File: config.mk
export PLATFORM = sky130hd
export DESIGN_NAME = spi_mem_master
export DESIGN_NICKNAME = d
export VERILOG_FILES = /design/src/rtl/spi_mem_master.sv
export SDC_FILE = /design/constraint.sdc
export NUM_CORES = 1
export LEC_CHECK = 0
export ABC_AREA = 1
export BUFFER_PORTS_ARGS = -buffer_cell sky130_fd_sc_hd__buf_2
export CAP_MARGIN = 10
export CORE_MARGIN = 4
export CORE_UTILIZATION = 40
export DETAILED_ROUTE_END_ITERATION = 8
export PLACE_DENSITY_LB_ADDON = 0.05
export SYNTH_ARGS = -nofsm -noshare
export SYNTH_HDL_FRONTEND = slang
export SYNTH_SLANG_ARGS = --single-unit
File: constraint.sdc
create_clock -name mclk -period 6.8 [get_ports mclk]
set_input_delay 1.36 -clock mclk [delete_from_list [all_inputs] [get_ports mclk]]
set_output_delay 1.36 -clock mclk [all_outputs]
set_load 0.02 [all_outputs]
File: src/rtl/spi_mem_master.sv
// SPI mode-0 initiator for 25-series EEPROM/flash parts behind the begin_rd/begin_wr/finish handshake.
// Reads are a single 03h frame; writes run WREN, WRITE, then poll RDSR until WIP clears.
module spi_mem_master #(
  parameter int CLK_DIV    = 4,
  parameter int ADDR_BYTES = 3,
  parameter int CS_HIGH    = 8
) (
  input  logic        mclk,
  input  logic        reset,
  input  logic        begin_rd,
  input  logic        begin_wr,
  input  logic [19:0] addr,
  input  logic [7:0]  data_wr,
  output logic [7:0]  data_rd,
  output logic        finish,
  output logic        busy,
  output logic        spi_clk,
  output logic        spi_mosi,
  input  logic        spi_miso,
  output logic        spi_cs
);

  localparam int DW      = (CLK_DIV > 1) ? $clog2(CLK_DIV) : 1;
  localparam int GW      = $clog2(CS_HIGH + 1);
  localparam int FRAME_W = 40;

  typedef enum logic [2:0] {IDLE, CS_SETUP, SHIFT, CS_HOLD, CS_GAP} state_t;
  typedef enum logic [1:0] {PH_WREN, PH_WRITE, PH_POLL, PH_READ} phase_t;

  state_t               state;
  phase_t               phase;
  logic [DW-1:0]        div;
  logic [5:0]           bit_cnt;
  logic [GW-1:0]        gap;
  logic                 last_frame;
  logic [19:0]          addr_q;
  logic [7:0]           wdata_q;
  logic [FRAME_W-1:0]   tx;
  logic [7:0]           rx;

  // Frame contents are left-aligned; bits past the frame length are never shifted out.
  function automatic logic [FRAME_W-1:0] frame_bits(input phase_t ph, input logic [19:0] a,
                                                    input logic [7:0] d);
    logic [31:0] body;
    logic [7:0]  payload;
    payload = (ph == PH_WRITE) ? d : 8'h00;
    if (ADDR_BYTES == 3) body = {4'h0, a, payload};
    else                 body = {a[15:0], payload, 8'h00};
    case (ph)
      PH_WREN:  frame_bits = {8'h06, 32'h0};
      PH_POLL:  frame_bits = {8'h05, 32'h0};
      PH_WRITE: frame_bits = {8'h02, body};
      default:  frame_bits = {8'h03, body};
    endcase
  endfunction

  function automatic logic [5:0] frame_len(input phase_t ph);
    case (ph)
      PH_WREN: frame_len = 6'd8;
      PH_POLL: frame_len = 6'd16;
      default: frame_len = 6'(8 * (2 + ADDR_BYTES));
    endcase
  endfunction

  logic div_last, gap_last, bit_last, accept, frame_start, setup_end, sample, shift_next;

  always_comb begin
    div_last    = (div == DW'(CLK_DIV - 1));
    gap_last    = (gap == GW'(CS_HIGH - 1));
    bit_last    = (bit_cnt == frame_len(phase) - 6'd1);
    accept      = (state == IDLE) && (begin_rd || begin_wr);
    frame_start = (state == CS_GAP) && gap_last && !last_frame;
    setup_end   = (state == CS_SETUP) && div_last;
    sample      = (state == SHIFT) && div_last && spi_clk;
    shift_next  = sample && !bit_last;
  end

  always_ff @(posedge mclk or posedge reset) begin
    if (reset) begin
      state      <= IDLE;
      phase      <= PH_READ;
      div        <= '0;
      bit_cnt    <= '0;
      gap        <= '0;
      last_frame <= 1'b0;
      spi_cs     <= 1'b1;
      spi_clk    <= 1'b0;
      spi_mosi   <= 1'b0;
      finish     <= 1'b0;
      busy       <= 1'b0;
      data_rd    <= 8'h00;
    end else begin
      finish <= 1'b0;
      case (state)
        IDLE: begin
          // Pre-load the gap counter so the first frame opens on the next edge.
          if (accept) begin
            phase      <= begin_wr ? PH_WREN : PH_READ;
            busy       <= 1'b1;
            last_frame <= 1'b0;
            gap        <= GW'(CS_HIGH - 1);
            state      <= CS_GAP;
          end
        end
        CS_GAP: begin
          if (gap_last) begin
            if (last_frame) begin
              busy  <= 1'b0;
              state <= IDLE;
            end else begin
              spi_cs  <= 1'b0;
              div     <= '0;
              bit_cnt <= '0;
              state   <= CS_SETUP;
            end
          end else begin
            gap <= gap + 1'b1;
          end
        end
        CS_SETUP: begin
          if (div_last) begin
            div      <= '0;
            spi_mosi <= tx[FRAME_W-1];
            state    <= SHIFT;
          end else begin
            div <= div + 1'b1;
          end
        end
        SHIFT: begin
          if (div_last) begin
            div     <= '0;
            spi_clk <= !spi_clk;
            if (spi_clk) begin
              if (bit_last) begin
                spi_mosi <= 1'b0;
                state    <= CS_HOLD;
              end else begin
                bit_cnt  <= bit_cnt + 6'd1;
                spi_mosi <= tx[FRAME_W-1];
              end
            end
          end else begin
            div <= div + 1'b1;
          end
        end
        CS_HOLD: begin
          if (div_last) begin
            div    <= '0;
            spi_cs <= 1'b1;
            gap    <= '0;
            state  <= CS_GAP;
            case (phase)
              PH_READ: begin
                data_rd    <= rx;
                finish     <= 1'b1;
                last_frame <= 1'b1;
              end
              PH_WREN:  phase <= PH_WRITE;
              PH_WRITE: phase <= PH_POLL;
              default: begin
                if (!rx[0]) begin
                  finish     <= 1'b1;
                  last_frame <= 1'b1;
                end
              end
            endcase
          end else begin
            div <= div + 1'b1;
          end
        end
        default: state <= IDLE;
      endcase
    end
  end

  // Shift datapath: request latches and shift registers, steered by the strobes above.
  always_ff @(posedge mclk) begin
    if (accept) begin
      addr_q  <= addr;
      wdata_q <= data_wr;
    end
    if (frame_start)
      tx <= frame_bits(phase, addr_q, wdata_q);
    else if (setup_end || shift_next)
      tx <= {tx[FRAME_W-2:0], 1'b0};
    if (sample)
      rx <= {rx[6:0], spi_miso};
  end

endmodule

==> metrics.cfg, run 1 <==
[status]
outcome = completed

[place]
place_congestion = 0.789
hpwl_um = 4990
io_buffers = 45
placed_cells = 592

[routing]
routed_wl_um = 7640
drt_iter0_markers = 161
wl_per_cell_um = 12.6
ant_nets = 0
drc = 0
vias = 2850
dr.pass1.iters = 4
routed_via_density = 4.69

[synthesis]
synthesis.area_sq_um = 4490
synth.avg_cell_area_sq_um = 10.8
ys_top_cells_by_area = edfxtp_1, dfrtp_1, nand2_1
ys_warn_count = 0
synth_cell_type_count = 29
synth_top_area_share_pct = 50.9
synth-seq-area-share_pct = 68.3
synth_area_leader_cell = edfxtp_1
syn_inst = 416
ys_seq_elements = 107
syn_nets = 452

[cts]
clock_path_buffers = 2
ctsResizeCount = 0
path_clk_slew_ns = 0.10
post-cts-setup-buffer-count = 0
cts_num_sinks = 107
cts_made_buffers = 9
cts_hold_buf = 0
clkLatencyLatePin_ns = 0.37
root_buffer = clkbuf_8
h-tree-depth = 3
cts_tree = built

[critical_path]
crit_chain = nor2_2, nand2_2, inv_2, nand2_2, nor2_4, inv_2, o211ai_1, buf_4
r2r_setup_slack_ns = 3.51
slowest_delay_ns = 0.67
worst-path-max-fanout = 43
critPathKind = flip-flop to flip-flop
cp.required_ns = 6.80
slowest_stage = nor2_4
cp.arrival_ns = 3.29
crit_family = buffers and inverters
startpoint_type = flip-flop
endpoint_kind = flip-flop
crit_buf_inv = 3

[sta]
holdWs_ns = 0.444
finalHoldViolCount = 0
post-route-min-period_ns = 3.29
max_freq_mhz = 304
clock_skew_ns = 0.0150
rsz0062_at_grt = no
post-route-period-util_pct = 48.3
setup_tns_ns = 0
setup_viol = 0
slew_headroom_pct = 41.1
tightestPinTransition_ns = 0.881
finalMaxSlewViolations = 0

[global_route]
grt_max_degree = 44
grt_pass1_vias = 2885
grt_usage_pct = 13.1
antenna_found_initial = 0
overflow = 0
grt_pass1_wl_um = 13600

[floorplan]
die_y_um = 114
initial_core_util_pct = 41.2
coreArea_sq_um = 10900
rows = 38
dieArea_sq_um = 13000
io_pins = 46
fp.dieW_um = 114

[finish]
nets = 499
fin_cells = 608
final_cell_mix = nand2_1, edfxtp_1, nand3_1
diodes = 0
area_growth_pct = 12.6
final_util_pct = 46.4
final_common_cell = nand2_1
layout-drive-gt1-share_pct = 18.2

[run]
cap_violations = 0

[power]
peakVddDrop_mv = 0.155
total_power_mw = 1.82
p_leak_nw = 2.17
power_density_nw_per_um2 = 361

[min_path]
hold_path_class = flip-flop to flip-flop

## cell usage after synthesis
cell / count
xnor2_1: 2
nor2b_1: 1
ha_1: 3
xor2_1: 1
and2_4: 1
inv_1: 33
buf_6: 4
edfxtp_1: 76
a31oi_1: 1
nor2_4: 3
nor2_1: 31
o31ai_1: 1
inv_2: 3
nor2_2: 4
o21ai_1: 2
o21ai_0: 23
buf_2: 6
dfstp_2: 3
nand2_4: 2
nand2_2: 3
a21oi_1: 2
o211ai_1: 2
or2_2: 1
nand3_2: 1
nand4_1: 3
nand2_1: 127
clkbuf_1: 2
nand3_1: 47
dfrtp_1: 28
## path summary, 6_finish.rpt
kind                          start  endpoint  cells after the start
min                           rx[1]     rx[2]                      0
max                        state[0]    tx[26]                      8
min in group asynchronous     reset  state[0]                      3
max reg2reg                state[0]    tx[26]                      8
max in group asynchronous     reset  phase[1]                      3
min reg2reg                   rx[1]     rx[2]                      0
## power breakdown
group / total (mW) / leakage (nW) / switching [mW] / internal [mW]
Combinational: 0.436 / 0.966 / 0.303 / 0.133
Sequential: 0.969 / 1.10 / 0.0848 / 0.884
Clock: 0.419 / 0.111 / 0.206 / 0.213
## sequential cells by signal, summed over array words and instances, names as in the netlist, 2 cells and up
register and count:
tx 40, addr_q 20, data_rd 8, rx 8, wdata_q 8, bit_cnt 6
gap 4, state 3, div 2, phase 2
## stage by stage
stage	instance area (sq um)	setup slack [ns]
floorplan	4490	3.71
global placement	4830	3.56
detailed placement	4830	3.53
CTS	5050	3.49
global route	5050	3.13
finish	5050	3.51
## layout make-up
| class | count | area, sq um |
|---|---|---|
| clock buffer | 13 | 180 |
| clock inverter | 3 | 42.5 |
| fill | 1042 | 5840 |
| inverter | 36 | 135 |
| multi-input combinational | 261 | 1210 |
| sequential | 107 | 3060 |
| tap | 140 | 175 |
| timing repair buffer | 48 | 248 |
## routing by layer
metal,global-route usage (%),vias to the layer above,part of all wire (%)
met5,0,-,0
met4,4.75,0,1.6
met3,2.92,9,3.7
met2,21.2,47,46
met1,17.3,1321,49
li1,-,1473,-
## cell families (layout without fill, tap and decap cells)
family / count (synthesis) / after routing / synth area share [%]
simple gates: 224 / 224 / 21.8
buf+inv: 48 / 100 / 4.85
flops: 107 / 107 / 68.3
compound gates: 31 / 31 / 3.65
fa+ha+maj: 3 / 3 / 0.837
xor+xnor: 3 / 3 / 0.586
(Power assumes the default switching activity.)
==> run 2, diff against run 1 <==
--- a/config.mk
+++ b/config.mk
@@ -5,7 +5,7 @@
 export SDC_FILE = /design/constraint.sdc
 export NUM_CORES = 1
 export LEC_CHECK = 0
-export ABC_AREA = 1
+export ABC_AREA = 0
 export BUFFER_PORTS_ARGS = -buffer_cell sky130_fd_sc_hd__buf_2
 export CAP_MARGIN = 10
 export CORE_MARGIN = 4
==> constraint.sdc (replaced) <==
create_clock -name mclk -period 3.4 [get_ports mclk]
set_input_delay 0.68 -clock mclk [delete_from_list [all_inputs] [get_ports mclk]]
set_output_delay 0.68 -clock mclk [all_outputs]
set_load 0.02 [all_outputs]
==> run 2 against run 1 <==
Setup slack got worse by 2.5 ns. Fmax up 38%. Critical path depth fell by 2. Worst hold slack worse by 0.065 ns. Non-clock buffer count rose by 2. Highest routed layer unchanged.
==> metrics.cfg, run 2 <==
[cts]
clock_path_buffers = 2
clkLatencyLatePin_ns = 0.36
root_buffer = clkbuf_8
path_clk_slew_ns = 0.10
cts_tree = built
post-cts-setup-buffer-count = 0
h-tree-depth = 3
ctsResizeCount = 0
cts_made_buffers = 9
cts_hold_buf = 0
cts_num_sinks = 107

[status]
outcome = completed

[synthesis]
syn_inst = 349
ys_top_cells_by_area = edfxtp_1, dfrtp_1, nand2_1
yosysMostFrequentCell = edfxtp_1
synth-edff-count = 76
synth_top_area_share_pct = 51.2
syn_nets = 385
synth_ff_type = edfxtp_1
synthesis.area_sq_um = 4450
async_flop_share_pct = 29.0
ys_warn_count = 0
synth.avg_cell_area_sq_um = 12.8
synth_cell_type_count = 49
synth-seq-area-share_pct = 68.7
synth_area_leader_cell = edfxtp_1
synth_common_cells = edfxtp_1, nand2_1, dfrtp_1, o21ai_1, nand3_1
ys_seq_elements = 107

[finish]
regMostFlops = tx
area_growth_pct = 11.3
nets = 428
top_regs = tx x40, addr_q x20
final_common_cell = edfxtp_1
fin_area_sq_um = 4960
final_cell_mix = edfxtp_1, nand2_1, buf_2
layout-drive-gt1-share_pct = 24.4
diodes = 0
largest_reg_flops = 40

[critical_path]
startpoint_type = flip-flop
worst-path-max-fanout = 40
endpoint_kind = flip-flop
critPathKind = flip-flop to flip-flop
cp.required_ns = 3.46
cp.arrival_ns = 2.45

[floorplan]
coreArea_sq_um = 10900
dieArea_sq_um = 12900
die_y_um = 114
fp.dieW_um = 114
initial_core_util_pct = 40.9
rows = 38
io_pins = 46

[power]
power_density_nw_per_um2 = 432
p_leak_nw = 1.99
total_power_mw = 2.14
peakVddDrop_mv = 0.202

[routing]
drt_iter0_markers = 165
dr.pass1.iters = 4
ant_nets = 0
wl_per_cell_um = 14.3
routed_wl_um = 7700
routed_via_density = 4.88
drc = 0
vias = 2618

[place]
hpwl_um = 4980
dp_slack_ns = 1.02
place_area_sq_um = 4770
io_buffers = 45
place_congestion = 0.841

[sta]
post-route-min-period_ns = 2.39
rsz0062_at_grt = no
post-route-period-util_pct = 70.2
max_freq_mhz = 419
clock_skew_ns = 0.0154
finalMaxSlewViolations = 0
setup_slack_ns = 1.01
slew_headroom_pct = 52.6
setup_tns_ns = 0
finalHoldViolCount = 0
tightestPinTransition_ns = 0.710
setup_viol = 0

[global_route]
antenna_found_initial = 0
grt_pass1_vias = 2593
overflow = 0
grt_pass1_wl_um = 13000
grt_usage_pct = 12.7
grt_max_degree = 76

[min_path]
hold_path_class = primary input to async pin

[run]
cap_violations = 0

==> run 2: cell count changes in the layout (fill, tap and decap cells not counted), sizes merged, moves of 5 or more <==
cell	before	now
inv	36	10
nand2	132	76
a21oi	2	8
o21ai	25	38
or3	0	5
nand3	48	13
mux2	0	11
nor2	38	13
and2	1	10
==> run 2: cells by family (layout without fill, tap and decap cells) <==
family                     Yosys count  after routing  share of synthesized area, %
xor gates and xnor gates             4              4                         0.787
DFF                                107            107                          68.7
and+or+nand+nor                    134            134                          14.4
AOI/OAI and AO/OA                   64             64                          8.90
muxes                               12             12                          3.01
adders and majority gates            3              3                         0.843
buffers and inverters               25             73                          3.31
==> run 2: cell type report <==
type	count	area, sq um
inverters	7	26.3
well taps	140	175
fillers	1021	5930
clock buffers	9	124
flip-flops and latches	107	3060
multi-input cells	217	1250
repair buffers	50	263
clock inverters	7	60.1
==> run 2: final timing paths <==
path	startpoint	end	slack [ns]	depth (start not counted)
max in group asynchronous	reset	phase[0]	2.69	3
hold / removal	reset	data_rd[5]	0.38	3
hold reg to reg	rx[3]	rx[4]	0.44	0
setup / recovery	phase[0]	tx[10]	1.01	6
setup reg to reg	phase[0]	tx[10]	1.01	6
min in group mclk	rx[3]	rx[4]	0.44	0
==> run 2: metal layers <==
metal | up-vias | track usage (%) | wire, um
li1 | 1328 | - | -
met1 | 1219 | 17.2 | 3670
met2 | 64 | 19.9 | 3550
met3 | 7 | 3.66 | 413
met4 | 0 | 3.61 | 66
met5 | - | 0 | 0
==> run 2: metrics by stage <==
stage | util [%] | hold slack, ns | std cells
after floorplan | - | 0.420 | 349
after global placement | 43.8 | 0.440 | 521
after detailed placement | 43.8 | 0.432 | 521
after CTS | 45.5 | 0.378 | 537
after global routing | 45.5 | 0.390 | 537
final | 45.5 | 0.379 | 537
==> run 2: critical path, cell delays in order, from the launching register on <==
cell      delay, ns
dfstp_2        0.87
nand3b_1       0.16
o2111a_1       0.30
nand2_2        0.12
nand2_2        0.11
a31o_2         0.23
buf_4          0.29
==> run 2: report_power, final <==
| group | switching (mW) | total, mW | leakage (nW) | internal, mW |
|---|---|---|---|---|
| clock | 0.451 | 0.729 | 0.0910 | 0.278 |
| combinational | 0.0132 | 0.0274 | 0.750 | 0.0142 |
| sequential | 0 | 1.39 | 1.14 | 1.39 |
| total | 0.464 | 2.14 | 1.99 | 1.68 |
